### src/rtl/pipelined_compressor_tree.sv
// pipelined_compressor_tree: three-stage unsigned multi-operand adder.
//   S1: one layer of 5:3 counters (operands left over from the groups of 5 pass through)
//   S2: full-adder carry-save layers down to two vectors
//   S3: final carry-propagate adder into the output register
// All stages advance together whenever in_ready is high.
// Optional accumulate mode: define PIPELINED_COMPRESSOR_TREE_ACCUM_EN.
module pipelined_compressor_tree #(
    parameter int WIDTH = 16,
    parameter int OPS   = 17,
    parameter int ACC_W = 32
) (
    input  logic                   clk,
    input  logic                   reset,
    input  logic [OPS*WIDTH-1:0]   in_ops,
    input  logic                   in_valid,
    output logic                   in_ready,
    output logic [ACC_W-1:0]       out_sum,
    output logic                   out_valid,
    input  logic                   out_ready
`ifdef PIPELINED_COMPRESSOR_TREE_ACCUM_EN
    ,
    input  logic                   acc_mode,
    input  logic                   acc_clear
`endif
);

    localparam int SW  = WIDTH + $clog2(OPS);
    localparam int G5  = OPS / 5;
    localparam int REM = OPS % 5;
    localparam int N1  = 3 * G5 + REM;

    if (OPS < 3 || OPS > 32) begin : g_bad_ops
        $error("pipelined_compressor_tree: OPS must be in 3..32");
    end
    if (ACC_W < SW) begin : g_bad_acc
        $error("pipelined_compressor_tree: ACC_W must be >= WIDTH + $clog2(OPS)");
    end

    logic [SW-1:0]    s1_vec_d [N1];
    logic [SW-1:0]    s1_vec_q [N1];
    logic             s1_valid_d, s1_valid_q;
    logic [SW-1:0]    s2_a_d, s2_a_q, s2_b_d, s2_b_q;
    logic             s2_valid_d, s2_valid_q;
    logic [ACC_W-1:0] out_sum_d, out_sum_q;
    logic             out_valid_d, out_valid_q;

    logic [2:0]       cnt;
    logic [SW-1:0]    work [N1];
    logic [SW-1:0]    nxt  [N1];
    int unsigned      n;
    logic [SW-1:0]    cpa;
    logic [ACC_W-1:0] sum_ext;

`ifdef PIPELINED_COMPRESSOR_TREE_ACCUM_EN
    logic             s1_mode_d, s1_mode_q, s1_clear_d, s1_clear_q;
    logic             s2_mode_d, s2_mode_q, s2_clear_d, s2_clear_q;
    logic [ACC_W-1:0] acc_d, acc_q;
    logic [ACC_W-1:0] prior;
`endif

    // Stalls are global: the whole pipe moves only when the output slot can drain.
    assign in_ready  = !out_valid_q || out_ready;
    assign out_sum   = out_sum_q;
    assign out_valid = out_valid_q;

    // Stage 1: 5:3 counters per bit column; count bits land at weights 1, 2, 4.
    always_comb begin
        cnt        = '0;
        s1_valid_d = s1_valid_q;
        for (int unsigned j = 0; j < N1; j++) s1_vec_d[j] = s1_vec_q[j];
`ifdef PIPELINED_COMPRESSOR_TREE_ACCUM_EN
        s1_mode_d  = s1_mode_q;
        s1_clear_d = s1_clear_q;
`endif
        if (in_ready) begin
            s1_valid_d = in_valid;
`ifdef PIPELINED_COMPRESSOR_TREE_ACCUM_EN
            s1_mode_d  = acc_mode;
            s1_clear_d = acc_clear;
`endif
            for (int unsigned j = 0; j < N1; j++) s1_vec_d[j] = '0;
            for (int unsigned g = 0; g < G5; g++) begin
                for (int unsigned i = 0; i < WIDTH; i++) begin
                    cnt = 3'(in_ops[(5*g+0)*WIDTH+i]) + 3'(in_ops[(5*g+1)*WIDTH+i])
                        + 3'(in_ops[(5*g+2)*WIDTH+i]) + 3'(in_ops[(5*g+3)*WIDTH+i])
                        + 3'(in_ops[(5*g+4)*WIDTH+i]);
                    s1_vec_d[3*g][i]     = cnt[0];
                    s1_vec_d[3*g+1][i+1] = cnt[1];
                    s1_vec_d[3*g+2][i+2] = cnt[2];
                end
            end
            for (int unsigned r = 0; r < REM; r++)
                s1_vec_d[3*G5+r] = SW'(in_ops[(5*G5+r)*WIDTH +: WIDTH]);
        end
    end

    // Stage 2: repeated 3:2 layers until two vectors remain.
    // The vector count per layer depends only on parameters, so the loop unrolls to a fixed tree.
    always_comb begin
        for (int unsigned j = 0; j < N1; j++) begin
            work[j] = s1_vec_q[j];
            nxt[j]  = '0;
        end
        n = N1;
        for (int unsigned l = 0; l < N1; l++) begin
            if (n > 2) begin
                for (int unsigned j = 0; j < N1; j++) nxt[j] = '0;
                for (int unsigned g = 0; g < N1 / 3; g++) begin
                    if (3*g + 2 < n) begin
                        nxt[2*g]   = work[3*g] ^ work[3*g+1] ^ work[3*g+2];
                        nxt[2*g+1] = ((work[3*g] & work[3*g+1]) | (work[3*g] & work[3*g+2])
                                    | (work[3*g+1] & work[3*g+2])) << 1;
                    end
                end
                for (int unsigned r = 0; r < 2; r++)
                    if (r < n % 3) nxt[2*(n/3)+r] = work[3*(n/3)+r];
                for (int unsigned j = 0; j < N1; j++) work[j] = nxt[j];
                n = 2 * (n / 3) + n % 3;
            end
        end
        s2_a_d     = s2_a_q;
        s2_b_d     = s2_b_q;
        s2_valid_d = s2_valid_q;
`ifdef PIPELINED_COMPRESSOR_TREE_ACCUM_EN
        s2_mode_d  = s2_mode_q;
        s2_clear_d = s2_clear_q;
`endif
        if (in_ready) begin
            s2_a_d     = work[0];
            s2_b_d     = work[1];
            s2_valid_d = s1_valid_q;
`ifdef PIPELINED_COMPRESSOR_TREE_ACCUM_EN
            s2_mode_d  = s1_mode_q;
            s2_clear_d = s1_clear_q;
`endif
        end
    end

    // Stage 3: carry-propagate add, optional accumulate, load output register on valid slots.
    always_comb begin
        cpa         = s2_a_q + s2_b_q;
        sum_ext     = ACC_W'(cpa);
        out_sum_d   = out_sum_q;
        out_valid_d = out_valid_q;
`ifdef PIPELINED_COMPRESSOR_TREE_ACCUM_EN
        acc_d       = acc_q;
        prior       = s2_clear_q ? '0 : acc_q;
`endif
        if (in_ready) begin
            out_valid_d = s2_valid_q;
            if (s2_valid_q) begin
                out_sum_d = sum_ext;
`ifdef PIPELINED_COMPRESSOR_TREE_ACCUM_EN
                if (s2_mode_q) begin
                    out_sum_d = prior + sum_ext;
                    acc_d     = prior + sum_ext;
                end else if (s2_clear_q) begin
                    acc_d = '0;
                end
`endif
            end
        end
    end

    // Control state and output register, synchronously reset.
    always_ff @(posedge clk) begin
        if (reset) begin
            s1_valid_q  <= 1'b0;
            s2_valid_q  <= 1'b0;
            out_valid_q <= 1'b0;
            out_sum_q   <= '0;
`ifdef PIPELINED_COMPRESSOR_TREE_ACCUM_EN
            acc_q       <= '0;
`endif
        end else begin
            s1_valid_q  <= s1_valid_d;
            s2_valid_q  <= s2_valid_d;
            out_valid_q <= out_valid_d;
            out_sum_q   <= out_sum_d;
`ifdef PIPELINED_COMPRESSOR_TREE_ACCUM_EN
            acc_q       <= acc_d;
`endif
        end
    end

    // Datapath registers; contents are qualified by the valid bits, so no reset needed.
    always_ff @(posedge clk) begin
        for (int unsigned j = 0; j < N1; j++) s1_vec_q[j] <= s1_vec_d[j];
        s2_a_q <= s2_a_d;
        s2_b_q <= s2_b_d;
`ifdef PIPELINED_COMPRESSOR_TREE_ACCUM_EN
        s1_mode_q  <= s1_mode_d;
        s1_clear_q <= s1_clear_d;
        s2_mode_q  <= s2_mode_d;
        s2_clear_q <= s2_clear_d;
`endif
    end

endmodule
### config.mk
export PLATFORM = sky130hd
export DESIGN_NAME = pipelined_compressor_tree
export DESIGN_NICKNAME = d
export VERILOG_FILES = /design/src/rtl/pipelined_compressor_tree.sv
export SDC_FILE = /design/constraint.sdc
export NUM_CORES = 1
export LEC_CHECK = 0
export BUFFER_PORTS_ARGS = -buffer_cell sky130_fd_sc_hd__clkbuf_2
export CORE_UTILIZATION = 56
export CTS_CLUSTER_SIZE = 12
export DETAILED_ROUTE_END_ITERATION = 8
export GPL_ROUTABILITY_DRIVEN = 0
export MAX_ROUTING_LAYER = met4
export PLACE_DENSITY = 0.8
export SYNTH_ARGS = -nofsm -noshare
export SYNTH_HDL_FRONTEND = slang
export SYNTH_SLANG_ARGS = --single-unit
export TNS_END_PERCENT = 30
### constraint.sdc
create_clock -name clk -period 5.6 [get_ports clk]
set_input_delay 0.28 -clock clk [delete_from_list [all_inputs] [get_ports clk]]
set_output_delay 0.28 -clock clk [all_outputs]
set_load 0.05 [all_outputs]
==> flow_summary.yaml <==
worst_setup_path:
  crit_chain: "inv_1 -> fa_1 -> inv_1 -> fa_1 -> fa_1 -> fa_1 -> inv_1 -> fa_1 -> inv_1"
  crit_path_start: "s1_vec_q[2][2]"
  crit_arrival_ns: 3.75
  cp.required_ns: 5.88
  crit_path_top_delay_cell: "fa_1"
  r2r-end: "s2_a_q[2]"
  critPathMaxStageDelay_ns: 0.56
  worst-path-max-fanout: 1
  cp-end-kind: "flip-flop"
  r2r-start: "s1_vec_q[2][2]"
  crit_top_cell: "fa_1"
  r2r_cells: 9
  startpoint_type: "flip-flop"
  r2r_slack_ns: 2.13
  setup.worst_path.end: "s2_a_q[2]"
  crit_type: "reg -> reg"
die:
  initial_utilization_pct: 57.3
  coreArea_sq_mm: 0.0253
  dieWidth_um: 163
  rows: 58
  io_pins: 310
  die_y_um: 163
  die_area_sq_mm: 0.0265
route:
  first_pass_iters: 5
  vias_per_cell: 5.01
  drc_errors: 0
  drtAntennaViolNets: 0
  drt_iter0_drc: 476
  vias: 8134
  routed_wl_mm: 27.3
  wl_per_cell_um: 16.8
synth:
  synth_edf_count: 214
  syn_area_per_cell_sq_um: 15.6
  yosysWarnings: 0
  synth_area_sq_mm: 0.0145
  yosys.area_share.simple_pct: 3.02
  yosysUniqueCellTypes: 60
  synth_cells: 925
  ys.flop_type: "edfxtp_1"
  ys_seq_area_share_pct: 47.7
  ys_ff_latch: 238
  synth_xor_xnor_area_share_pct: 0.424
  async_reset_ff_share_pct: 0
  synth_adder_area_share_pct: 39.5
  synth_top_family_by_area: "adder cells"
  synthMuxAreaShare_pct: 0.0692
  synth_compound_area_share_pct: 3.45
sta:
  fmax_mhz: 288
  setup_tns_ns: 0
  slew_headroom_pct: 36.0
  period_needed_ns: 3.47
  period_share_pct: 62.0
  finalHoldViolCount: 0
  worst_pin_slew_ns: 0.960
  fin_skew_ns: 0.0156
  finalSetupViolations: 0
  maxSlewViolCount: 0
  rsz0062_at_grt: "false"
flow_run:
  drv_cap: 0
clock_network:
  post_cts_resized: 0
  cts_root_buf: "clkbuf_16"
  cts_tree: "yes"
  clk-insertion-delay-late_ns: 0.53
  clkTransAtPathRegs_ns: 0.06
  numCtsBuffers: 26
  htreeDepth: 1
  clockBufferDepth: 3
  clock-sinks: 238
  cts_setup_buffers: 0
global_route:
  grt_first_pass_wirelength_mm: 43.9
  antenna_found_initial: 1
  grt-ovfl-total: 0
  grt_max_degree: 78
  grt_util_all_layers_pct: 22.4
  grt_pass1_vias: 9203
finish:
  finalNetCount: 1867
  layout-drive-gt1-share_pct: 27.2
  final_common_cell: "clkbuf_2"
  fillCellCount: 1723
  mostFrequentLayoutCells: "clkbuf_2 (298), fa_1 (235), edfxtp_1 (214)"
  instances_no_fill: 1623
  area_growth_pct: 20.5
hold_path:
  min_from: "in_valid"
  min_path_type: "in -> reg"
power_and_ir_drop:
  p_leak_nw: 7.96
  powerDensity_mw_per_mm2: 585
  irDropWorstVdd_mv: 0.419
placement:
  portBuffers: 298
  placed_cells: 1545
  dp_hpwl_mm: 21.5
status:
  status: "complete, no violations"
## registers in the layout, indices dropped and copies added (netlist names)
signal,cells
s2_b_q,18
out_sum,21
s2_valid_q,1
out_valid,1
s1_valid_q,1
s1_vec_q,176
s2_a_q,20
## metrics by stage
stage / instance area [sq um] / hold WS (ns) / power [mW] / util, % / setup WS, ns
floorplan: 14500 / 0.379 / 7.06 / - / 1.05
global placement: 16300 / 0.440 / 8.32 / 64.5 / 2.17
detailed placement: 16300 / 0.444 / 8.69 / 64.5 / 2.12
CTS: 17400 / 0.0129 / 10.4 / 69.0 / 2.11
global route: 17400 / 0.0355 / 11.4 / 69.0 / 2.00
finish: 17400 / 0.0347 / 10.2 / 69.0 / 2.13
## per-layer routing
| layer | routed length, um | up-vias | track usage, % |
|---|---|---|---|
| li1 | - | 3741 | - |
| met1 | 10500 | 4047 | 26.5 |
| met2 | 14600 | 290 | 39.5 |
| met3 | 1560 | 56 | 3.90 |
| met4 | 691 | 0 | 5.86 |
| met5 | 0 | - | - |
## area by class of cell
cell class                      count  area [sq um]  area share, %
Inverter                          180           676           3.88
Multi-Input combinational cell    495          6770           38.9
Clock buffer                       34           722           4.14
Tap cell                          330           413           2.37
Clock inverter                     11          98.8          0.567
Antenna cell                        1          2.50         0.0144
Sequential cell                   238          6910           39.6
Timing Repair Buffer              334          1840           10.6
## Yosys cell counts, types with 2 or more instances
master,number,share of area (%)
fa_1,235,33
xnor2_1,6,0.36
a21o_1,4,0.21
nand4_1,3,0.13
buf_4,11,0.57
or4_1,2,0.10
o311a_1,2,0.14
a21oi_1,26,0.90
nand2_1,27,0.70
clkbuf_8,2,0.19
o21ai_0,14,0.48
o211ai_1,4,0.21
clkbuf_1,4,0.10
dfxtp_1,24,3.3
nor3_1,5,0.17
nor2_1,14,0.36
or3_1,2,0.086
nand3_1,14,0.48
inv_1,180,4.7
edfxtp_1,214,44
o21bai_1,2,0.10
ha_1,81,7.0
and3_1,3,0.13
o21a_1,3,0.16
a211oi_1,3,0.16
nand2b_1,5,0.22
buf_2,2,0.069
## repair_timing
item | CTS | global route
endpoints found under the setup margin | 0 | 0
hold buffers | 32 | 0
endpoints found under the hold margin | 32 | 0
## kinds of logic (layout without fill, tap and decap cells)
family | Yosys count | after routing
adders and majority gates | 316 | 316
other | 1 | 12
buffers and inverters | 202 | 559
muxes | 1 | 1
xor gates and xnor gates | 7 | 7
DFF | 238 | 238
AOI/OAI and AO/OA | 73 | 73
and+or+nand+nor | 87 | 87
## worst min-delay path by stage
stage               slack, ns         endpoint  cells after the start
finish                   0.03       s1_valid_q                      3
global route             0.04       s1_valid_q                      3
CTS                      0.01       s1_valid_q                      3
detailed placement       0.44       out_sum[7]                      2
global placement         0.44       out_sum[7]                      2
floorplan                0.38  s1_vec_q[10][0]                      0
## report_power, final
group | leakage [nW] | internal (mW) | total, mW | switching (mW)
clock network | 0.405 | 0.989 | 1.67 | 0.680
registers | 2.50 | 2.88 | 3.06 | 0.181
logic | 5.06 | 2.33 | 5.47 | 3.14
total | 7.96 | 6.20 | 10.2 | 4.00
## critical path: cells and delay by family (launching register included)
kind / cells / cell delay [ns]
fa+ha+maj: 5 / 2.68
flops: 1 / 0.34
buf+inv: 4 / 0.21
Power figures use the tool's default switching activity.
